`src/rtl/add8_acc_seq_if.sv`:
```
`default_nettype none
// ============================================================================
// Module   : add8_acc_seq_if
// Brief    : Operand stream, adder-cell and result bus for add8_acc_seq.
//            The sat_cnt signal exists only when ADD8_ACC_SAT_CNT_EN is defined.
// Revision : 1.0 - initial release
// ============================================================================
interface add8_acc_seq_if #(
    parameter int CNT_W = 8
);
    logic             start;
    logic [CNT_W-1:0] len;
    logic             sign_mode;
    logic             in_valid;
    logic             in_ready;
    logic [3:0]       in_data;
    logic [3:0]       add_src0;
    logic [3:0]       add_src1;
    logic [3:0]       add_src2;
    logic             add_sign_s1;
    logic             add_sign_s2;
    logic             add_sign_d;
    logic [3:0]       add_dst0;
    logic [3:0]       add_dst1;
    logic             out_valid;
    logic             out_ready;
    logic [7:0]       out_data;
    logic             sat_flag;
    logic             busy;
`ifdef ADD8_ACC_SAT_CNT_EN
    logic [7:0]       sat_cnt;
`endif

    // master: operand source, result consumer and adder cell
    modport master (
`ifdef ADD8_ACC_SAT_CNT_EN
        input  sat_cnt,
`endif
        output start, len, sign_mode, in_valid, in_data, out_ready,
        output add_dst0, add_dst1,
        input  in_ready, out_valid, out_data, sat_flag, busy,
        input  add_src0, add_src1, add_src2, add_sign_s1, add_sign_s2, add_sign_d
    );

    // slave: the accumulator controller
    modport slave (
`ifdef ADD8_ACC_SAT_CNT_EN
        output sat_cnt,
`endif
        input  start, len, sign_mode, in_valid, in_data, out_ready,
        input  add_dst0, add_dst1,
        output in_ready, out_valid, out_data, sat_flag, busy,
        output add_src0, add_src1, add_src2, add_sign_s1, add_sign_s2, add_sign_d
    );
endinterface
`default_nettype wire

```
`src/rtl/add8_acc_seq.sv`:
```
`default_nettype none
// ============================================================================
// Module   : add8_acc_seq
// Brief    : Burst accumulator driving an external 8-bit nibble saturating
//            adder; returns one saturated 8-bit total per burst.
//            Optional ADD8_ACC_SAT_CNT_EN adds a clipped-beat counter (sat_cnt).
// Revision : 1.0 - initial release
// ============================================================================
module add8_acc_seq #(
    parameter int CNT_W = 8
) (
    input  wire logic     clk,
    input  wire logic     rst,
    add8_acc_seq_if.slave bus
);
    localparam logic [1:0] c_IDLE = 2'd0;
    localparam logic [1:0] c_ACC  = 2'd1;
    localparam logic [1:0] c_DONE = 2'd2;
    localparam logic [CNT_W-1:0] c_ONE = {{(CNT_W-1){1'b0}}, 1'b1};

    logic [1:0]       r_state;
    logic [7:0]       r_acc;
    logic [CNT_W-1:0] r_cnt;
    logic [CNT_W-1:0] r_len;
    logic             r_sign;
    logic             r_in_ready;
    logic             r_out_valid;
    logic [7:0]       r_out_data;
    logic             r_sat_flag;
    logic             r_busy;
`ifdef ADD8_ACC_SAT_CNT_EN
    logic [7:0]       r_sat_cnt;
`endif

    logic [7:0] w_ext;
    logic [7:0] w_wrap;
    logic [7:0] w_dst;
    logic       w_clip;
    logic       w_fire;
    logic       w_last;

    // Low 8 bits of the 9-bit extended sum equal the plain 8-bit wrap-around
    // sum; any difference from the adder output means the adder clamped.
    assign w_ext  = r_sign ? {{4{bus.in_data[3]}}, bus.in_data} : {4'b0000, bus.in_data};
    assign w_wrap = r_acc + w_ext;
    assign w_dst  = {bus.add_dst1, bus.add_dst0};
    assign w_clip = (w_wrap != w_dst);
    assign w_fire = (r_state == c_ACC) && bus.in_valid && r_in_ready;
    assign w_last = (r_cnt == (r_len - c_ONE));

    assign bus.add_src0    = r_acc[3:0];
    assign bus.add_src1    = r_acc[7:4];
    assign bus.add_src2    = bus.in_data;
    assign bus.add_sign_s1 = r_sign;
    assign bus.add_sign_s2 = r_sign;
    assign bus.add_sign_d  = 1'b0;

    assign bus.in_ready  = r_in_ready;
    assign bus.out_valid = r_out_valid;
    assign bus.out_data  = r_out_data;
    assign bus.sat_flag  = r_sat_flag;
    assign bus.busy      = r_busy;
`ifdef ADD8_ACC_SAT_CNT_EN
    assign bus.sat_cnt   = r_sat_cnt;
`endif

    always_ff @(posedge clk) begin
        if (rst) begin
            r_state     <= c_IDLE;
            r_acc       <= 8'h00;
            r_cnt       <= '0;
            r_len       <= '0;
            r_sign      <= 1'b0;
            r_in_ready  <= 1'b0;
            r_out_valid <= 1'b0;
            r_out_data  <= 8'h00;
            r_sat_flag  <= 1'b0;
            r_busy      <= 1'b0;
`ifdef ADD8_ACC_SAT_CNT_EN
            r_sat_cnt   <= 8'h00;
`endif
        end else begin
            case (r_state)
                c_IDLE: begin
                    if (bus.start) begin
                        r_acc      <= 8'h00;
                        r_cnt      <= '0;
                        r_len      <= bus.len;
                        r_sign     <= bus.sign_mode;
                        r_sat_flag <= 1'b0;
                        r_busy     <= 1'b1;
`ifdef ADD8_ACC_SAT_CNT_EN
                        r_sat_cnt  <= 8'h00;
`endif
                        if (bus.len != '0) begin
                            r_state    <= c_ACC;
                            r_in_ready <= 1'b1;
                        end else begin
                            // Empty burst: report a zero total straight away
                            r_state     <= c_DONE;
                            r_out_valid <= 1'b1;
                            r_out_data  <= 8'h00;
                        end
                    end
                end

                c_ACC: begin
                    if (w_fire) begin
                        r_acc <= w_dst;
                        r_cnt <= r_cnt + c_ONE;
                        if (w_clip) begin
                            r_sat_flag <= 1'b1;
`ifdef ADD8_ACC_SAT_CNT_EN
                            if (r_sat_cnt != 8'hFF) begin
                                r_sat_cnt <= r_sat_cnt + 8'd1;
                            end
`endif
                        end
                        if (w_last) begin
                            r_state     <= c_DONE;
                            r_in_ready  <= 1'b0;
                            r_out_valid <= 1'b1;
                            r_out_data  <= w_dst;
                        end
                    end
                end

                c_DONE: begin
                    if (bus.out_ready) begin
                        r_state     <= c_IDLE;
                        r_out_valid <= 1'b0;
                        r_busy      <= 1'b0;
                    end
                end

                default: begin
                    r_state     <= c_IDLE;
                    r_in_ready  <= 1'b0;
                    r_out_valid <= 1'b0;
                    r_busy      <= 1'b0;
                end
            endcase
        end
    end
endmodule
`default_nettype wire

```
`src/flat_wrapper.sv`:
```
// flat-port wrapper written by rule: the top's interface ports become plain ports
module add8_acc_seq_flat 
#(
    parameter int CNT_W = 8
)
  (clk, rst, bus_start, bus_len, bus_sign_mode, bus_in_valid, bus_in_data, bus_out_ready, bus_add_dst0, bus_add_dst1, bus_in_ready, bus_out_valid, bus_out_data, bus_sat_flag, bus_busy, bus_add_src0, bus_add_src1, bus_add_src2, bus_add_sign_s1, bus_add_sign_s2, bus_add_sign_d);
  add8_acc_seq_if #(.CNT_W(CNT_W)) bus_i ();
  input  wire logic clk;
  input  wire logic rst;
  input wire logic [$bits(bus_i.start)-1:0] bus_start;
  input wire logic [$bits(bus_i.len)-1:0] bus_len;
  input wire logic [$bits(bus_i.sign_mode)-1:0] bus_sign_mode;
  input wire logic [$bits(bus_i.in_valid)-1:0] bus_in_valid;
  input wire logic [$bits(bus_i.in_data)-1:0] bus_in_data;
  input wire logic [$bits(bus_i.out_ready)-1:0] bus_out_ready;
  input wire logic [$bits(bus_i.add_dst0)-1:0] bus_add_dst0;
  input wire logic [$bits(bus_i.add_dst1)-1:0] bus_add_dst1;
  output wire logic [$bits(bus_i.in_ready)-1:0] bus_in_ready;
  output wire logic [$bits(bus_i.out_valid)-1:0] bus_out_valid;
  output wire logic [$bits(bus_i.out_data)-1:0] bus_out_data;
  output wire logic [$bits(bus_i.sat_flag)-1:0] bus_sat_flag;
  output wire logic [$bits(bus_i.busy)-1:0] bus_busy;
  output wire logic [$bits(bus_i.add_src0)-1:0] bus_add_src0;
  output wire logic [$bits(bus_i.add_src1)-1:0] bus_add_src1;
  output wire logic [$bits(bus_i.add_src2)-1:0] bus_add_src2;
  output wire logic [$bits(bus_i.add_sign_s1)-1:0] bus_add_sign_s1;
  output wire logic [$bits(bus_i.add_sign_s2)-1:0] bus_add_sign_s2;
  output wire logic [$bits(bus_i.add_sign_d)-1:0] bus_add_sign_d;
  assign bus_i.start = bus_start;
  assign bus_i.len = bus_len;
  assign bus_i.sign_mode = bus_sign_mode;
  assign bus_i.in_valid = bus_in_valid;
  assign bus_i.in_data = bus_in_data;
  assign bus_i.out_ready = bus_out_ready;
  assign bus_i.add_dst0 = bus_add_dst0;
  assign bus_i.add_dst1 = bus_add_dst1;
  assign bus_in_ready = bus_i.in_ready;
  assign bus_out_valid = bus_i.out_valid;
  assign bus_out_data = bus_i.out_data;
  assign bus_sat_flag = bus_i.sat_flag;
  assign bus_busy = bus_i.busy;
  assign bus_add_src0 = bus_i.add_src0;
  assign bus_add_src1 = bus_i.add_src1;
  assign bus_add_src2 = bus_i.add_src2;
  assign bus_add_sign_s1 = bus_i.add_sign_s1;
  assign bus_add_sign_s2 = bus_i.add_sign_s2;
  assign bus_add_sign_d = bus_i.add_sign_d;
  add8_acc_seq #(.CNT_W(CNT_W)) u_core (.clk(clk), .rst(rst), .bus(bus_i));
endmodule
```
`config.mk`:
```
export PLATFORM = sky130hd
export DESIGN_NAME = add8_acc_seq_flat
export DESIGN_NICKNAME = d
export VERILOG_FILES = /design/src/rtl/add8_acc_seq_if.sv /design/src/rtl/add8_acc_seq.sv /design/src/flat_wrapper.sv
export SDC_FILE = /design/constraint.sdc
export NUM_CORES = 1
export LEC_CHECK = 0
export BUFFER_PORTS_ARGS = -buffer_cell sky130_fd_sc_hd__buf_2
export CAP_MARGIN = 20
export CORE_ASPECT_RATIO = 0.75
export CORE_MARGIN = 2
export CORE_UTILIZATION = 34
export CTS_CLUSTER_SIZE = 10
export DETAILED_ROUTE_END_ITERATION = 6
export PLACE_DENSITY = 0.52
export SETUP_SLACK_MARGIN = 0.1
export SLEW_MARGIN = 15
export SYNTH_ARGS = -nofsm -noshare
export SYNTH_HDL_FRONTEND = slang
export SYNTH_SLANG_ARGS = --single-unit
```
`constraint.sdc`:
```
create_clock -name clk -period 2.9 [get_ports clk]
set_input_delay 0.145 -clock clk [delete_from_list [all_inputs] [get_ports clk]]
set_output_delay 0.145 -clock clk [all_outputs]
set_load 0.01 [all_outputs]
```
# Word level (Yosys, flattened, before mapping)
# Cells that the tools add are included.
# op_classes
mux	34
shift	0
n_reduce_logical	13
div	0
eq_ne	11
n_lt_le_gt_ge	0
mul	0
bitwise	2
n_addsub	3
# ops
op	n
$mux W8	8
$pmux W8 S2	3
$reduce_and A5 Y1	3
$mux W1	13
$mux W2	5
$pmux W1 S3	3
$add A8 B1 Y8 const B	1
$add A8 B8 Y8	1
$eq A8 B8 Y1	1
$ne A2 B1 Y1 const B	4
$ne A8 B8 Y1	1
$reduce_and A4 Y1	2
$reduce_bool A8 Y1	1
$sub A8 B1 Y8 const B	1
$ne A2 B2 Y1 const B	3
$pmux W2 S3	1
$reduce_and A3 Y1	2
$eq A2 B1 Y1 const B	1
$eq A2 B2 Y1 const B	1
$logic_and A1 B1 Y1	2
$logic_not A2 Y1	1
$not A1 Y1	2
$pmux W1 S2	1
$reduce_and A2 Y1	1
$reduce_bool A2 Y1	1
# word_totals
output_inout_bits	27
reg_bits	39
inputBits	26
latchBits	0
rom_bits	0
ram_bits	0
mem_count	0
wordCells	73

# Depth between registers and ports, before layout
# Gate-level depths: netlist of run 1.
# logic_depth
ltp_word	6
mapped_depth	9
depth_no_buf	9

# Least setup slack after synthesis of run 1
# No wires, ideal clock.
# synth_timing
path_kind	register -> register
from	register u_core.r_len[0]
to	register u_core.r_out_data[0] (netlist: u_core.bus.out_data[0])
period_less_slack_ps	2044
n_path_buf	0
t_required_ps	2782
stages_incl_launch_ff	9
setup_time_ps	118
t_arrival_ps	1926
setup_slack_ps	856
cell_sequence	dfxtp_1 inv_1 ha_1 nand2b_1 o211a_1 o31ai_4 o2111ai_4 a21o_4 a32o_2
# synth_via
elab_chain_len	4
# synth_lines
element	line_no	rtl
start, declared	add8_acc_seq.sv:24	logic [CNT_W-1:0] r_len;
start signal, assigned	add8_acc_seq.sv:88	r_len <= bus.len;
$sub A8 B1 Y8	add8_acc_seq.sv:49	assign w_last = (r_cnt == (r_len - c_ONE));
$eq A8 B8 Y1	add8_acc_seq.sv:49	
$ne A2 B1 Y1 (no source line)	n/a	
$reduce_and A5 Y1 (no source line)	n/a	
end signal, assigned	add8_acc_seq.sv:123	r_out_data <= w_dst;
end, declared	add8_acc_seq.sv:28	logic [7:0] r_out_data;
# No other way between the ends.
# A chain may end at the register's enable or synchronous reset.

# Worst setup path after layout of run 1
# layout_timing
from	register u_core.r_len[0]
to	register u_core.r_out_data[7] (netlist: u_core.bus.out_data[7])
# The elaborated chain is that of the path after synthesis.

==> results of run 1 <==
## routing by layer
| metal | track usage (%) | vias to the layer above |
|---|---|---|
| met2 | 21.6 | 45 |
| met5 | 0 | - |
| met1 | 25.2 | 926 |
| met3 | 3.62 | 4 |
| li1 | - | 1009 |
| met4 | 2.74 | 0 |
## registers in the layout, indices dropped and copies added, names as in the netlist
register,cells
u_core.r_cnt,8
u_core.bus.out_valid,1
u_core.bus.in_ready,1
u_core.bus.busy,1
u_core.bus.sat_flag,1
u_core.r_len,8
u_core.bus.add_sign_s1,1
u_core.bus.out_data,8
u_core.r_state,2
u_core.r_acc,8
## worst max-delay path: cells and delay by family, from the launching register on
kind            cells  cell delay [ns]
compound gates      5             1.19
fa+ha+maj           1             0.25
buf+inv             1             0.08
flops               1             0.41
simple gates        1             0.18
## logic make-up after synthesis
| kind of cell | synth area share (%) |
|---|---|
| other cells | 0.163 |
| buf+inv | 6.14 |
| xor+xnor | 9.14 |
| fa+ha+maj | 4.68 |
| flops | 33.9 |
| compound gates | 19.6 |
| mux | 3.92 |
| simple gates | 22.5 |
## Yosys cell counts, types with 2 or more instances
master / count
nor2_1: 26
clkbuf_1: 7
nor3_1: 3
or2_2: 3
xor2_1: 10
buf_6: 2
a22oi_1: 2
nand4_1: 5
or4_1: 2
nor2b_1: 3
a31oi_1: 3
o21ai_0: 6
xnor2_1: 14
nand2b_1: 4
inv_1: 8
a32o_2: 8
mux2i_1: 9
a21oi_1: 19
dfxtp_1: 39
o211a_1: 2
o211ai_1: 2
or3_1: 3
buf_4: 6
a211oi_1: 4
a211o_1: 2
ha_1: 7
nand2_1: 18
nand3_1: 13
and3_1: 2
## placed cells by master (no fill, tap or decap), types with 2 or more instances in the layout
master | netlist | final
a211oi_1 | 4 | 4
or2_2 | 3 | 3
a32o_2 | 8 | 8
xor2_1 | 10 | 10
buf_4 | 6 | 4
and3_1 | 2 | 2
or3_1 | 3 | 3
a211o_1 | 2 | 2
nand3_1 | 13 | 13
inv_1 | 8 | 8
nor2_1 | 26 | 26
o21ai_0 | 6 | 6
or4_1 | 2 | 2
dfxtp_1 | 39 | 39
buf_2 | 0 | 51
o211ai_1 | 2 | 2
xnor2_1 | 14 | 14
nand2_1 | 18 | 18
nor2b_1 | 3 | 3
nand4_1 | 5 | 5
nor3_1 | 3 | 3
o211a_1 | 2 | 2
a22oi_1 | 2 | 2
nand2b_1 | 4 | 4
mux2i_1 | 9 | 9
clkbuf_8 | 1 | 6
ha_1 | 7 | 7
a21oi_1 | 19 | 19
a31oi_1 | 3 | 3
## worst max-delay path by stage
stage / to
final: u_core.bus.out_data[7]
after global routing: u_core.bus.out_data[7]
after CTS: u_core.bus.out_data[7]
after detailed placement: u_core.bus.out_data[2]
after global placement: u_core.bus.out_data[1]
after floorplan: u_core.bus.out_data[0]
## through the flow
step / cells / utilization (%) / setup WS [ns] / area (um2) / power (mW)
4_1_cts: 385 / 42.1 / 0.691 / 2700 / 1.28
5_1_grt: 385 / 42.1 / 0.584 / 2700 / 1.33
3_3_place_gp: 377 / 40.2 / 0.714 / 2580 / 0.806
2_1_floorplan: 257 / - / 0.856 / 2300 / 0.739
3_5_place_dp: 377 / 40.2 / 0.709 / 2580 / 0.807
6_report: 385 / 42.1 / 0.692 / 2700 / 1.26
## layout make-up
cell class / instances / area (um2)
flip-flops and latches: 39 / 781
well taps: 81 / 101
fillers: 659 / 3710
multi-input cells: 193 / 1380
inverters: 9 / 33.8
clock buffers: 6 / 82.6
repair buffers: 55 / 285
clock inverters: 2 / 35.0
## power by group
part	leakage [nW]	total [mW]	switching (mW)	internal, mW
Sequential	0.317	0.576	0.0233	0.553
Clock	0.0612	0.471	0.192	0.279
Combinational	0.825	0.217	0.121	0.0962
Total	1.20	1.26	0.337	0.928
==> out/results.tsv, run 1 <==
stage	metric	value	unit
route	vias	1984	
clock_network	numCtsBuffers	5	
setup_path	reg2reg_to	u_core.bus.out_data[7]	
route	antenna_left	0	
logic_synthesis	yosys.area.top_type	dfxtp_1	
setup_path	crit_type	reg2reg	
min_path	hold_start	bus_sign_mode	
setup_path	slowest_stage	dfxtp_1	
flow_run	drv_cap	0	
timing	fin_skew	0.00629	ns
setup_path	endpoint_kind	flop	
pwr	ir_worst_vdd	0.000226	V
timing	timing.fmax	453	MHz
logic_synthesis	syn_nets	291	
pwr	power_density	469	nW/um2
logic_synthesis	async_flop_share	0	%
global_routing	grt_pass1_wl	9.32	mm
clock_network	ctsRootBufferMaster	clkbuf_8	
logic_synthesis	synthTopCellsByArea	dfxtp_1, xnor2_1, nor2_1, a21oi_1, mux2i_1	
timing	rsz0062_at_grt	false	
place	portBuffers	51	
route	wl_met3	249	um
die	start_util	35.9	%
place	gp_congestion	0.777	
route	dr.pass1.iters	5	
setup_path	max_stage_delay	0.41	ns
timing	hold_violations	0	
setup_path	rr_worst_depth	8	
route	routed_wl	5.60	mm
clock_network	cts.sinks	39	
logic_synthesis	synth_flop_cell	dfxtp_1	
clock_network	htree_levels	2	
timing	tightest_slew	0.508	ns
logic_synthesis	postSynthAreaPerCell	8.95	um2
setup_path	required	3.08	ns
setup_path	start_kind	flop	
global_routing	grt_pass1_vias	1777	
setup_path	cp.arrival	2.39	ns
logic_synthesis	syn_inst	257	
die	die_w	99.0	um
setup_path	reg2reg_slack	0.69	ns
clock_network	cts_tree	built	
clock_network	cts_buffer_depth	2	
timing	slew_viol_final	0	
timing	fin_hold_ws	0.0988	ns
global_routing	antenna_found_initial	0	
setup_path	worstPathMaxFanout	8	
clock_network	clk_latency	0.29	ns
logic_synthesis	ys_ff_latch	39	
die	core_area	6410	um2
route	wire_per_inst	14.6	um
logic_synthesis	synth_edf_count	0	
die	std_cell_rows	25	
setup_path	critPathLaunch	u_core.r_len[0]	
finish	syn_to_final_growth	17.2	%
route	viasPerCell	5.15	
global_routing	grt_max_degree	24	
clock_network	holdBufCountCts	0	
logic_synthesis	ys_warn_count	0	
die	fp.dieH	75.2	um
place	dp_hpwl	4.44	mm
finish	nNetsFinal	337	
route	highest_layer	met4	
min_path	holdCritPathClass	in2reg	
clock_network	post_cts_buffers	0	
min_path	hold_end	u_core.bus.add_sign_s1	
timing	relSlewSlack	66.1	%
pwr	p_leak	1.20	nW
min_path	hold_path_depth	3	
finish	diodes	0	
global_routing	grt_use_total	15.9	%
global_routing	grt_overflow_total	0	
logic_synthesis	yosysUniqueCellTypes	54	
clock_network	clk_pin_slew	0.08	ns
route	drt-initial-drc-count	72	
clock_network	cts_resized	0	
finish	drive_above_1_share	28.0	%
setup_path	timing.rr.start	u_core.r_len[0]	
route	routedLengthMet1	3.13	mm
die	die_area	7450	um2
route	drc	0	
timing	setup_violations	0	
timing	min_period	2.21	ns
timing	period_share	76.1	%
logic_synthesis	synth_seq_area_share	33.9	%
setup_path	path_cells	inv_1, ha_1, nand2b_1, o211a_1, o31ai_4, o2111ai_4, a21o_4, a32o_2	
route	wl_met2	2.18	mm
outcome	status	finished, final reports clean	
logic_synthesis	syn-cell-area	2300	um2
die	ios	53	
logic_synthesis	synth_top_area_share	33.9	%
timing	fin_setup_tns	0	ns
Power figures use the tool's default switching activity.
==> run 2, diff against run 1 <==
ABC_AREA = 1   (was not set)
PLACE_DENSITY = 0.53   (was 0.52)
clock period = 2 ns   (was 2.9 ns; I/O delays follow)
==> run 2 against run 1 <==
- sequential cell count stayed put
- clock skew is 0.0027 ns higher
- critical path depth increased by 3
==> out/results.tsv, run 2 <==
stage	metric	value	unit	change
outcome	status	finished, final reports clean		unchanged
setup_path	endpoint_kind	flop		unchanged
setup_path	rr_worst_depth	11		was 8
logic_synthesis	yosys.area.top_type	dfxtp_1		unchanged
pwr	p_total	2.27	mW	was 1.26 mW
min_path	hold_end	u_core.r_state[0]		was u_core.bus.add_sign_s1
logic_synthesis	postSynthAreaPerCell	6.59	um2	was 8.95 um2
logic_synthesis	synth_edf_count	0		unchanged
die	ios	53		unchanged
clock_network	holdBufCountCts	0		unchanged
setup_path	cp.arrival	2.04	ns	was 2.39 ns
clock_network	cts_tree	built		unchanged
clock_network	cts.sinks	39		unchanged
logic_synthesis	synth_seq_area_share	31.3	%	was 33.9%
pwr	p_seq_share	40.1	%	was 45.6%
global_routing	antenna_found_initial	0		unchanged
logic_synthesis	yosysMostFrequentCell	nand2_1		was dfxtp_1
logic_synthesis	yosysUniqueCellTypes	39		was 54
finish	nNetsFinal	469		was 337
route	viasPerCell	4.47		was 5.15
die	std_cell_rows	27		was 25
die	die_area	8050	um2	was 7450 um2
logic_synthesis	async_flop_share	0	%	unchanged
clock_network	cts_buffer_depth	2		unchanged
global_routing	grt_max_degree	20		was 24
route	wire_per_inst	11.6	um	was 14.6 um
global_routing	grt_use_total	16.3	%	was 15.9%
timing	slew_viol_final	0		unchanged
pwr	swShare	34.5	%	was 26.6%
finish	mostFrequentLayoutCell	nand2_1		was buf_2
logic_synthesis	ys_warn_count	0		unchanged
setup_path	reg2reg_slack	0.14	ns	was 0.69 ns
logic_synthesis	synthTopCellsByArea	dfxtp_1, nand2_1, inv_1, nor2_1, a21oi_1		was dfxtp_1, xnor2_1, nor2_1, a21oi_1, mux2i_1
place	portBuffers	51		unchanged
finish	drive_above_1_share	25.5	%	was 28.0%
route	dr.pass1.iters	4		was 5
setup_path	worstPathMaxFanout	2		was 8
logic_synthesis	syn-cell-area	2500	um2	was 2300 um2
clock_network	htree_levels	2		unchanged
min_path	hold_start	rst		was bus_sign_mode
route	routed_wl	6.22	mm	was 5.60 mm
finish	final_area	3070	um2	was 2700 um2
pwr	p_switching	784	uW	was 337 uW
pwr	clock_power_share	29.9	%	was 37.3%
pwr	intPower	1.49	mW	was 928 uW
global_routing	grt_pass1_vias	2143		was 1777
place	dp_hpwl	4.74	mm	was 4.44 mm
clock_network	clk_latency	0.30	ns	was 0.29 ns
clock_network	numCtsBuffers	5		unchanged
place	place_area	2810	um2	was 2580 um2
pwr	power_density	740	nW/um2	was 469 nW/um2
timing	fin_skew	0.00897	ns	was 0.00629 ns
min_path	holdCritPathClass	in2reg		unchanged
logic_synthesis	syn_nets	413		was 291
place	gp_congestion	0.825		was 0.777
route	antenna_left	0		unchanged
global_routing	grt_pass1_wl	10.3	mm	was 9.32 mm
logic_synthesis	synth_common_cells	nand2_1, inv_1, dfxtp_1, nor2_1, a21oi_1		was dfxtp_1, nor2_1, a21oi_1, nand2_1, xnor2_1
timing	period_share	93.0	%	was 76.1%
finish	final_cell_mix	nand2_1, inv_1, buf_2		was buf_2, dfxtp_1, nor2_1
die	core_area	7230	um2	was 6410 um2
setup_path	required	2.18	ns	was 3.08 ns
die	die_w	103	um	was 99.0 um
clock_network	clk_pin_slew	0.08	ns	about the same
timing	min_period	1.86	ns	was 2.21 ns
timing	timing.fmax	537	MHz	was 453 MHz
pwr	p_leak	1.49	nW	was 1.20 nW
die	start_util	34.5	%	was 35.9%
route	drc	0		unchanged
pwr	ir_worst_vdd	0.000284	V	was 0.000226 V
die	fp.dieH	78.2	um	was 75.2 um
timing	hold_violations	0		unchanged
setup_path	start_kind	flop		unchanged
logic_synthesis	syn_inst	379		was 257
timing	fin_hold_ws	0.0434	ns	was 0.0988 ns
route	drt-initial-drc-count	80		was 72
timing	rsz0062_at_grt	true		was false
timing	setup_violations	0		unchanged
setup_path	crit_type	reg2reg		unchanged
min_path	hold_path_depth	2		was 3
logic_synthesis	synth_top_area_share	31.3	%	was 33.9%
logic_synthesis	synth_flop_cell	dfxtp_1		unchanged
global_routing	grt_overflow_total	0		unchanged
setup_path	timing.rr.start	u_core.r_acc[0]		was u_core.r_len[0]
setup_path	reg2reg_to	u_core.bus.sat_flag		was u_core.bus.out_data[7]
clock_network	ctsRootBufferMaster	clkbuf_8		unchanged
flow_run	drv_cap	0		unchanged
finish	syn_to_final_growth	23.1	%	was 17.2%
finish	diodes	0		unchanged
logic_synthesis	ys_ff_latch	39		unchanged
pwr	power_frac_comb	29.9	%	was 17.2%
route	vias	2402		was 1984
run 2: timing repair:
item / CTS / global route
cloned: 0 / 2
setup endpoints to repair: 1 / 13
resized for setup: 3 / 22
setup buffers: 1 / 6
pin swaps: 0 / 12
run 2: metal layers:
metal / global-route usage, % / routed length, um / up-vias
li1: - / - / 1313
met1: 25.4 / 3500 / 1035
met2: 22.1 / 2370 / 47
met3: 2.94 / 264 / 7
met4: 5.13 / 81 / 0
met5: 0 / 0 / -
run 2: final cells by class:
type                    count  area [um2]
multi-input cells         265        1460
repair buffers             62         345
clock inverters             3        43.8
fillers                   782        4160
flip-flops and latches     39         786
well taps                 101         126
clock buffers               5        68.8
inverters                  62         238
run 2: worst max-delay path: stages, from the launching register on:
cell and delay [ns]:
dfxtp_2 0.36, ha_4 0.14, inv_2 0.03, fa_1 0.48, xor2_1 0.14, nand3_1 0.09, nor2_1 0.11, nand2_1 0.05
nor2_1 0.08, nand3_1 0.07, o21ai_1 0.11, a21oi_1 0.07
run 2: stage by stage:
step           cells  setup slack, ns  setup TNS [ns]  utilization (%)
3_5_place_dp     520           0.0486               0             38.9
2_1_floorplan    379            0.146               0                -
4_1_cts          529            0.101               0             40.7
6_report         537            0.139               0             42.5
5_1_grt          537         -0.00700        -0.00700             42.5
3_3_place_gp     520           0.0700               0             38.9
run 2: worst max path at each step:
stage,from,to,slack [ns]
6_report,u_core.r_acc[0],u_core.bus.sat_flag,0.14
5_1_grt,u_core.r_acc[0],u_core.bus.sat_flag,-0.007
4_1_cts,u_core.r_acc[0],u_core.bus.sat_flag,0.10
3_5_place_dp,u_core.r_acc[0],u_core.bus.sat_flag,0.05
3_3_place_gp,u_core.r_acc[0],u_core.bus.sat_flag,0.07
2_1_floorplan,u_core.r_acc[0],u_core.bus.sat_flag,0.15
run 2: power groups by stage:
stage / clock network, mW / logic (mW) / registers, mW
finish: 0.681 / 0.680 / 0.913
floorplan: 0 / 0.442 / 0.930
detailed placement: 0 / 0.616 / 0.925
global placement: 0 / 0.613 / 0.924
global route: 0.737 / 0.776 / 0.925
CTS: 0.698 / 0.625 / 0.908
run 2: cells by family (layout without fill, tap and decap cells):
group	Yosys count	after routing	share of synthesized area [%]
and+or+nand+nor	188	190	35.5
buffers and inverters	77	132	13.1
AOI/OAI and AO/OA	53	53	11.1
DFF	39	39	31.3
xor gates and xnor gates	13	13	4.56
adders and majority gates	8	8	4.31
other	1	1	0.150
